===== config.mk =====
export PLATFORM = sky130hd
export DESIGN_NAME = route_sched
export DESIGN_NICKNAME = d
export VERILOG_FILES = /design/src/rtl/route_sched.sv
export SDC_FILE = /design/constraint.sdc
export NUM_CORES = 1
export LEC_CHECK = 0
export BUFFER_PORTS_ARGS = -buffer_cell sky130_fd_sc_hd__clkbuf_2
export CAP_MARGIN = 0
export CORE_MARGIN = 2
export CORE_UTILIZATION = 30
export CTS_CLUSTER_DIAMETER = 30
export DETAILED_ROUTE_END_ITERATION = 10
export SLEW_MARGIN = 0
export SYNTH_ARGS = -nofsm -noshare
export SYNTH_HDL_FRONTEND = slang
export SYNTH_SLANG_ARGS = --single-unit

===== constraint.sdc =====
create_clock -name clk -period 6 [get_ports clk]
set_input_delay 0.3 -clock clk [delete_from_list [all_inputs] [get_ports clk]]
set_output_delay 0.3 -clock clk [all_outputs]
set_load 0.1 [all_outputs]

===== src/rtl/route_sched.sv =====
// Route scheduler: shares the controller cmd/cmd_rdy port between host commands and a 4-entry route queue.
// Latency: IDLE to cmd_rdy 1 clk, arrival to arrived pulse 1 clk, DWELL lasts exactly DWELL_CYCLES clocks.
// Backpressure: cmd_rdy is held until clr_cmd_rdy; a push into a full queue is dropped; a host command waits out ISSUE.
//
// Ports:
//   clk, rst_n              clock, asynchronous active-low reset
//   host_cmd/host_cmd_rdy   host command ([7:6] opcode 01 go / 00 stop, [5:0] station) and its level valid
//   host_clr_cmd_rdy        one-cycle clear back to the host receiver, coincident with clr_cmd_rdy in HOST
//   route_wr/route_id       push a destination station ID into the queue
//   cmd/cmd_rdy             registered command and valid towards the controller
//   clr_cmd_rdy             controller's one-cycle accept
//   in_transit              controller in-transit flag
//   route_full/route_empty  queue occupancy flags
//   route_busy              scheduler not in IDLE
//   arrived                 one-cycle pulse when a route station is reached
//
// Build option: define ROUTE_LOOP_EN for patrol mode (each issued ID is re-queued at the tail).
module route_sched #(
    parameter logic [25:0] DWELL_CYCLES = 26'd50_000_000
) (
    input  logic       clk,
    input  logic       rst_n,
    input  logic [7:0] host_cmd,
    input  logic       host_cmd_rdy,
    output logic       host_clr_cmd_rdy,
    input  logic       route_wr,
    input  logic [5:0] route_id,
    output logic [7:0] cmd,
    output logic       cmd_rdy,
    input  logic       clr_cmd_rdy,
    input  logic       in_transit,
    output logic       route_full,
    output logic       route_empty,
    output logic       route_busy,
    output logic       arrived
);

    localparam logic [2:0] S_IDLE   = 3'd0;
    localparam logic [2:0] S_ISSUE  = 3'd1;
    localparam logic [2:0] S_TRAVEL = 3'd2;
    localparam logic [2:0] S_DWELL  = 3'd3;
    localparam logic [2:0] S_HOST   = 3'd4;

    logic [2:0]  state_q, state_d;
    logic [7:0]  cmd_q, cmd_d;
    logic        cmd_rdy_q, cmd_rdy_d;
    logic        arrived_q, arrived_d;
    logic [25:0] dwell_q, dwell_d;

    logic [5:0]  mem_q [4];
    logic [1:0]  rd_ptr_q, wr_ptr_q;
    logic [2:0]  count_q;

    logic        pop;
    logic        flush;
    logic        enter_host;
    logic        push_ok;
    logic        repush;
    logic [1:0]  push_idx;

    // ------------------------------------------------------------------
    // Sequencer
    // ------------------------------------------------------------------
    always_comb begin
        state_d    = state_q;
        cmd_d      = cmd_q;
        cmd_rdy_d  = cmd_rdy_q;
        arrived_d  = 1'b0;
        dwell_d    = dwell_q;
        pop        = 1'b0;
        flush      = 1'b0;
        enter_host = 1'b0;

        case (state_q)
            S_IDLE: begin
                if (host_cmd_rdy) begin
                    enter_host = 1'b1;
                end else if ((count_q != 3'd0) && !in_transit) begin
                    cmd_d     = {2'b01, mem_q[rd_ptr_q]};
                    cmd_rdy_d = 1'b1;
                    state_d   = S_ISSUE;
                end
            end
            // Host commands are not allowed to interrupt a pending handshake;
            // they are picked up from TRAVEL one clock later.
            S_ISSUE: begin
                if (clr_cmd_rdy) begin
                    cmd_rdy_d = 1'b0;
                    pop       = 1'b1;
                    state_d   = S_TRAVEL;
                end
            end
            S_TRAVEL: begin
                if (host_cmd_rdy) begin
                    enter_host = 1'b1;
                end else if (!in_transit) begin
                    arrived_d = 1'b1;
                    dwell_d   = DWELL_CYCLES - 26'd1;
                    state_d   = S_DWELL;
                end
            end
            S_DWELL: begin
                if (host_cmd_rdy) begin
                    enter_host = 1'b1;
                end else if (dwell_q == 26'd0) begin
                    state_d = S_IDLE;
                end else begin
                    dwell_d = dwell_q - 26'd1;
                end
            end
            S_HOST: begin
                if (clr_cmd_rdy) begin
                    cmd_rdy_d = 1'b0;
                    state_d   = S_IDLE;
                end
            end
            default: begin
                state_d   = S_IDLE;
                cmd_rdy_d = 1'b0;
            end
        endcase

        // Host takeover: abandon the route entirely and forward the host command.
        if (enter_host) begin
            flush     = 1'b1;
            dwell_d   = 26'd0;
            cmd_d     = host_cmd;
            cmd_rdy_d = 1'b1;
            state_d   = S_HOST;
        end
    end

    always_ff @(posedge clk or negedge rst_n) begin
        if (!rst_n) begin
            state_q   <= S_IDLE;
            cmd_q     <= 8'h00;
            cmd_rdy_q <= 1'b0;
            arrived_q <= 1'b0;
            dwell_q   <= 26'd0;
        end else begin
            state_q   <= state_d;
            cmd_q     <= cmd_d;
            cmd_rdy_q <= cmd_rdy_d;
            arrived_q <= arrived_d;
            dwell_q   <= dwell_d;
        end
    end

    // ------------------------------------------------------------------
    // Route queue
    // ------------------------------------------------------------------
    assign push_ok = route_wr && (count_q != 3'd4);

`ifdef ROUTE_LOOP_EN
    // Patrol: the popped head goes straight back to the tail, so the
    // occupancy is unchanged by an issue.
    assign repush = pop;
`else
    assign repush = 1'b0;
`endif

    // An external push lands behind a same-cycle re-push.
    assign push_idx = wr_ptr_q + {1'b0, repush};

    always_ff @(posedge clk or negedge rst_n) begin
        if (!rst_n) begin
            rd_ptr_q <= 2'd0;
            wr_ptr_q <= 2'd0;
            count_q  <= 3'd0;
            mem_q[0] <= 6'd0;
            mem_q[1] <= 6'd0;
            mem_q[2] <= 6'd0;
            mem_q[3] <= 6'd0;
        end else if (flush) begin
            rd_ptr_q <= 2'd0;
            wr_ptr_q <= 2'd0;
            count_q  <= 3'd0;
        end else begin
            if (pop) begin
                rd_ptr_q <= rd_ptr_q + 2'd1;
            end
            if (repush) begin
                mem_q[wr_ptr_q] <= mem_q[rd_ptr_q];
            end
            if (push_ok) begin
                mem_q[push_idx] <= route_id;
            end
            wr_ptr_q <= wr_ptr_q + {1'b0, repush} + {1'b0, push_ok};
            count_q  <= count_q - {2'b00, pop} + {2'b00, repush} + {2'b00, push_ok};
        end
    end

    // ------------------------------------------------------------------
    // Outputs
    // ------------------------------------------------------------------
    assign cmd              = cmd_q;
    assign cmd_rdy          = cmd_rdy_q;
    assign arrived          = arrived_q;
    assign host_clr_cmd_rdy = (state_q == S_HOST) && clr_cmd_rdy;
    assign route_full       = (count_q == 3'd4);
    assign route_empty      = (count_q == 3'd0);
    assign route_busy       = (state_q != S_IDLE);

endmodule


Yosys cells after proc, flatten, opt, wreduce, memory -nomap -nowiden
Index checks and enable logic that the tools add are counted.
{"block": "totals", "reg_bits": 70, "latch_bits": 0, "mem_bits_rw": 0, "romBits": 0, "output_inout_bits": 14, "memories": 0}
{"block": "op_classes", "add_sub_neg": 5, "mul": 0, "div": 0, "magnitude_cmp": 3, "n_eq_ne": 18, "shifts": 0, "mux": 45, "bitwise": 2, "n_reduce_logical": 21}
{"operator": "$mux W26", "n": 5}
{"operator": "$pmux W26 S2", "n": 1}
{"operator": "$mux W24", "n": 2}
{"operator": "$mux W8", "n": 4}
{"operator": "$mux W3", "n": 10}
{"operator": "$ne A3 B3 Y1 const B", "n": 10}
{"operator": "$logic_not A26 Y1", "n": 1}
{"operator": "$sub A26 B1 Y26 const B", "n": 1}
{"operator": "$bwmux W24", "n": 1}
{"operator": "$mux W6", "n": 3}
{"operator": "$pmux W3 S5", "n": 1}
{"operator": "$bmux W6 S2", "n": 1}
{"operator": "$demux W6 S2", "n": 1}
{"operator": "$mux W1", "n": 12}
{"operator": "$reduce_bool A3 Y1", "n": 3}
{"operator": "$reduce_and A8 Y1", "n": 1}
{"operator": "$eq A3 B2 Y1 const B", "n": 2}
{"operator": "$eq A3 B3 Y1 const B", "n": 2}
{"operator": "$ge A3 B3 Y1 const B", "n": 2}
{"operator": "$logic_not A3 Y1", "n": 2}
{"operator": "$mux W2", "n": 3}
{"operator": "$not A2 Y3", "n": 2}
{"operator": "$reduce_bool A2 Y1", "n": 3}
{"operator": "$reduce_and A5 Y1", "n": 1}
{"operator": "15 further kinds", "n": 20}

Logic depth before layout (Yosys ltp)
{"block": "logic_depth", "depth_word": 8, "depth_mapped": 11, "depth_no_buf": 11}

Worst setup path before layout
Ideal clock, no wire load.
{"block": "synth_timing", "kind": "reg2reg", "from": "reg count_q[1]", "to": "reg count_q[2]", "setup_time_ns": 0.132, "t_arrival_ns": 4.235, "required_time_ns": 5.868, "slack_ns": 1.633, "stages_incl_launch_ff": 12, "path_buffers": 0, "cell_sequence": "dfrtp_1 > nor3b_1 > nor2b_1 > inv_1 > ha_1 > inv_1 > ha_1 > inv_1 > fa_1 > xor2_1 > xnor2_1 > nor2_1"}
{"block": "synth_between", "elab_chain_cells": 4, "word_cells_on_any_way": 5}
{"item": "from (decl)", "line_no": "52", "text": "logic [2:0] count_q;"}
{"item": "from (signal assigned)", "line_no": "189", "text": "count_q <= count_q - {2'b00, pop} + {2'b00, repush} + {2'b00, push_ok};"}
{"item": "branches (longest 2 deep; another with $sub A3 B1 Y3)"}
{"item": "$add A3 B1 Y3 (*)", "line_no": "189"}
{"item": "$mux W3 (*)", "line_no": "174", "text": "end else if (flush) begin"}
Mark *: on every way between the ends.
A chain may end at the register's enable or synchronous reset.

Worst setup path after layout
{"block": "layout_timing", "from": "reg dwell_q[0]", "to": "reg dwell_q[19]"}
{"block": "layout_between", "elab_chain_cells": 5, "word_cells_on_any_way": 8}
{"item": "from (decl)", "line_no": "48", "text": "logic [25:0] dwell_q, dwell_d;"}
{"item": "from (signal assigned)", "line_no": "145", "text": "dwell_q <= dwell_d;"}
{"item": "$sub A26 B1 Y26", "line_no": "108", "text": "dwell_d = dwell_q - 26'd1;"}
{"item": "$mux W26", "line_no": "105", "text": "end else if (dwell_q == 26'd0) begin"}
{"item": "$mux W26", "line_no": "103", "text": "if (host_cmd_rdy) begin"}
{"item": "$pmux W26 S2", "line_no": "74", "text": "case (state_q)"}
{"item": "$mux W26", "line_no": "124", "text": "if (enter_host) begin"}
Parallel ways exist; a longest one is shown, timed or not. The select of a mux whose other input is x is not followed.

==> results.md <==
* Max-cap violations at 0
* Fin crit share at 48.97%
* Post-synth top area share at between 40% and 50%
* WL per Instance at 15.78 um
* Cell taking the most area after synthesis: dfrtp_1
* Rows at 40
* Leak at 1.792 nW
* Synth area leaders: dfrtp_1 48%, mux2_2 7.4%, mux4_2 3.7%
* Die area at between 10000 and 15000 um2
* Share of cells above drive strength 1 at 24.80%
* Via count at around 2.8k
* Htree depth at 3
* Syn Inst Count at 344
* Multi-input logic area at 1754 um2
* Post-Route Utilization at 35.50%
* Number of vias per cell at around 5.3
* Most frequent cells after synthesis: 70 x dfrtp_1, 24 x mux2_2, 20 x nor2_1, 20 x o21ai_0, 19 x nand2_1
* CTS resizes at 0
* Critical path required time at 6220 ps
* First-pass detailed-route iteration total at 4
* Top-count cell post-synth: dfrtp_1
* Area Overhead vs Synth at 16.47%
* DRT antenna net count at 0
* Final Cell Area at 4247 um2
* Total Routing Usage GR at 13.76%
* Met3 wire length at slightly below 300 um
* Status: finished, final reports clean
* GPL Wtd Cong at 0.8369
* Synthesis-stage register bit count at 70
* Place WS at 3037 ps
* Cells after DPL at 506
* Synthesized area per cell at 10.60 um2
* Sequential share of the synthesized area at 48.04%
* Post-Route WL at 8235 um
* Clock Skew at ~6.3 ps
* Worst-path maximum fanout at 19
* Startpoint Class: flop
* Die X at 114.2 um
* DRC errors left at 0
* Setup bufs post-CTS at 0
* Initial Util at between 30% and 40%
* HPWL Detailed at 5550 um
* Non-Filler Instances at 522
* Nets at 395
* Die Y at 114.2 um
* Slew Viols, Final at 0
* IO buf count at 33
* Least-Margin Pin Slew at ~1100 ps
* Hold WC Path Type: in -> async
* First-pass GRT wire length at 14400 um
* Setup violations, final at 0
* Post-CTS Hold Buffers at 0
* Drt initial violations at roughly 150
* Clock Sink Count at 70
* Core area at 11960 um2
* Root buffer cell: clkbuf_16
* Synthesized Nets at between 300 and 400
* Async SR Flop Fraction at 100.0%
* Critical path class: reg -> reg
* Ys flop type: dfrtp_1
* Distinct cells, synth at 54
* Clk Latency, worst-skew pair at 330 ps
* Rel. slew slack at between 20% and 30%
* Reg area at 1752 um2
* Max VDD drop at between 0.2 and 0.3 mV
* Final min period at 2938 ps
* Remaining global-route overflow at 0
* Clk pin slew, worst setup/hold paths at 60 ps
* Worst setup margin at approximately 3100 ps
* Reg2Reg Setup Slack at 3060 ps
* Vias in the first global route at 2912
* Largest net degree at the start of global routing at just over 70
* Setup TNS at 0 ps
* Cts bufs inserted at 9
* Post-synth EDFFs at 0
* CP Capture Type: flop
* Hold Fails Final Rpt at 0
* Synthesized area at between 3000 and 4000 um2
* Clock buffer depth at 2
* Top layer in use: met4
* CTS tree: done
* IO Count at 34
* Initial antenna violation count at 0
* CP arrival at 3160 ps
* RSZ-0062 raised after global routing: false
* Post-Place Cell Area at around 3900 um2
* Wl on met1 at 3828 um
* Metal2 WL at between 4000 and 5000 um
* Synth warn at 0
* Power density over cell area at 572.1 nW/um2
* # fillers at 1177
* Diodes inserted at 0
* Max Clk Rate at 340.4 MHz
==> registers in the layout (all words and copies together) (netlist names) <==
| register | count |
|---|---|
| dwell_q | 26 |
| mem_q | 24 |
| cmd | 8 |
| count_q | 3 |
| state_q | 3 |
| rd_ptr_q | 2 |
| wr_ptr_q | 2 |
| arrived | 1 |
| cmd_rdy | 1 |
==> per-stage QoR <==
step           power, W  hold WS [ps]
2_1_floorplan  0.001650         4.409
4_1_cts        0.002454         190.4
3_5_place_dp   0.001870         473.1
6_report       0.002430         162.7
3_3_place_gp   0.001841         466.5
5_1_grt        0.002591         207.9
==> path summary, 6_finish.rpt <==
check | from | to | cells past startpoint
hold reg to reg | cmd[3]$_DFFE_PN0P_ | cmd[3]$_DFFE_PN0P_ | 2
max in group asynchronous | rst_n | mem_q[16]$_DFFE_PN0P_ | 2
setup / recovery | dwell_q[0]$_DFFE_PN0P_ | dwell_q[19]$_DFFE_PN0P_ | 7
min in group clk | host_cmd[7] | cmd[7]$_DFFE_PN0P_ | 2
setup reg to reg | dwell_q[0]$_DFFE_PN0P_ | dwell_q[19]$_DFFE_PN0P_ | 7
hold / removal | rst_n | dwell_q[14]$_DFFE_PN0P_ | 2
==> power by group <==
| part | switching (W) | leakage (nW) | internal (W) |
|---|---|---|---|
| combinational | 0.000643 | 0.775 | 0.000354 |
| sequential | 0.000183 | 0.872 | 0.000673 |
| clock | 0.000212 | 0.144 | 0.000364 |
==> critical path, stage by stage (launching register included) <==
cell and delay (ps):
dfrtp_1 400, inv_1 100, ha_1 180, or3b_1 460
or3_1 530, or4_4 700, and2_4 230, o2111a_1 220
==> area by class of cell <==
type | count | share of cell area (%)
multi-input cells | 241 | 41.31
flip-flops and latches | 70 | 41.25
clock buffers | 9 | 5.303
repair buffers | 36 | 4.420
well taps | 147 | 4.331
clock inverters | 7 | 2.328
inverters | 12 | 1.061
==> cells by family after synthesis <==
| logic type | Yosys count | share of synthesized area, % |
|---|---|---|
| AND/OR/NAND/NOR | 113 | 17.19 |
| AO/OA/AOI/OAI | 80 | 14.52 |
| flip-flops | 70 | 48.04 |
| multiplexers | 37 | 13.04 |
| buffers and inverters | 33 | 3.843 |
| XOR/XNOR | 6 | 1.442 |
| adder cells (fa/ha/maj) | 5 | 1.922 |
==> per-layer routing <==
metal / GRT usage, % / up-vias
met5: 0 / -
met3: 3.494 / 10
met2: 22.46 / 46
met4: 4.634 / 0
met1: 17.87 / 1378
li1: - / 1334
==> cell usage in the layout, fill, tap and decap left out, types with 8 or more instances in the layout <==
master,n
clkbuf_2,32
nand3_1,9
a31oi_1,13
nor2_1,20
or3_1,8
inv_1,12
nand2_1,19
mux2_2,24
dfrtp_1,70
clkbuf_16,9
a21oi_1,10
nor3_1,12
o21ai_0,19
(Power assumes the default switching activity.)
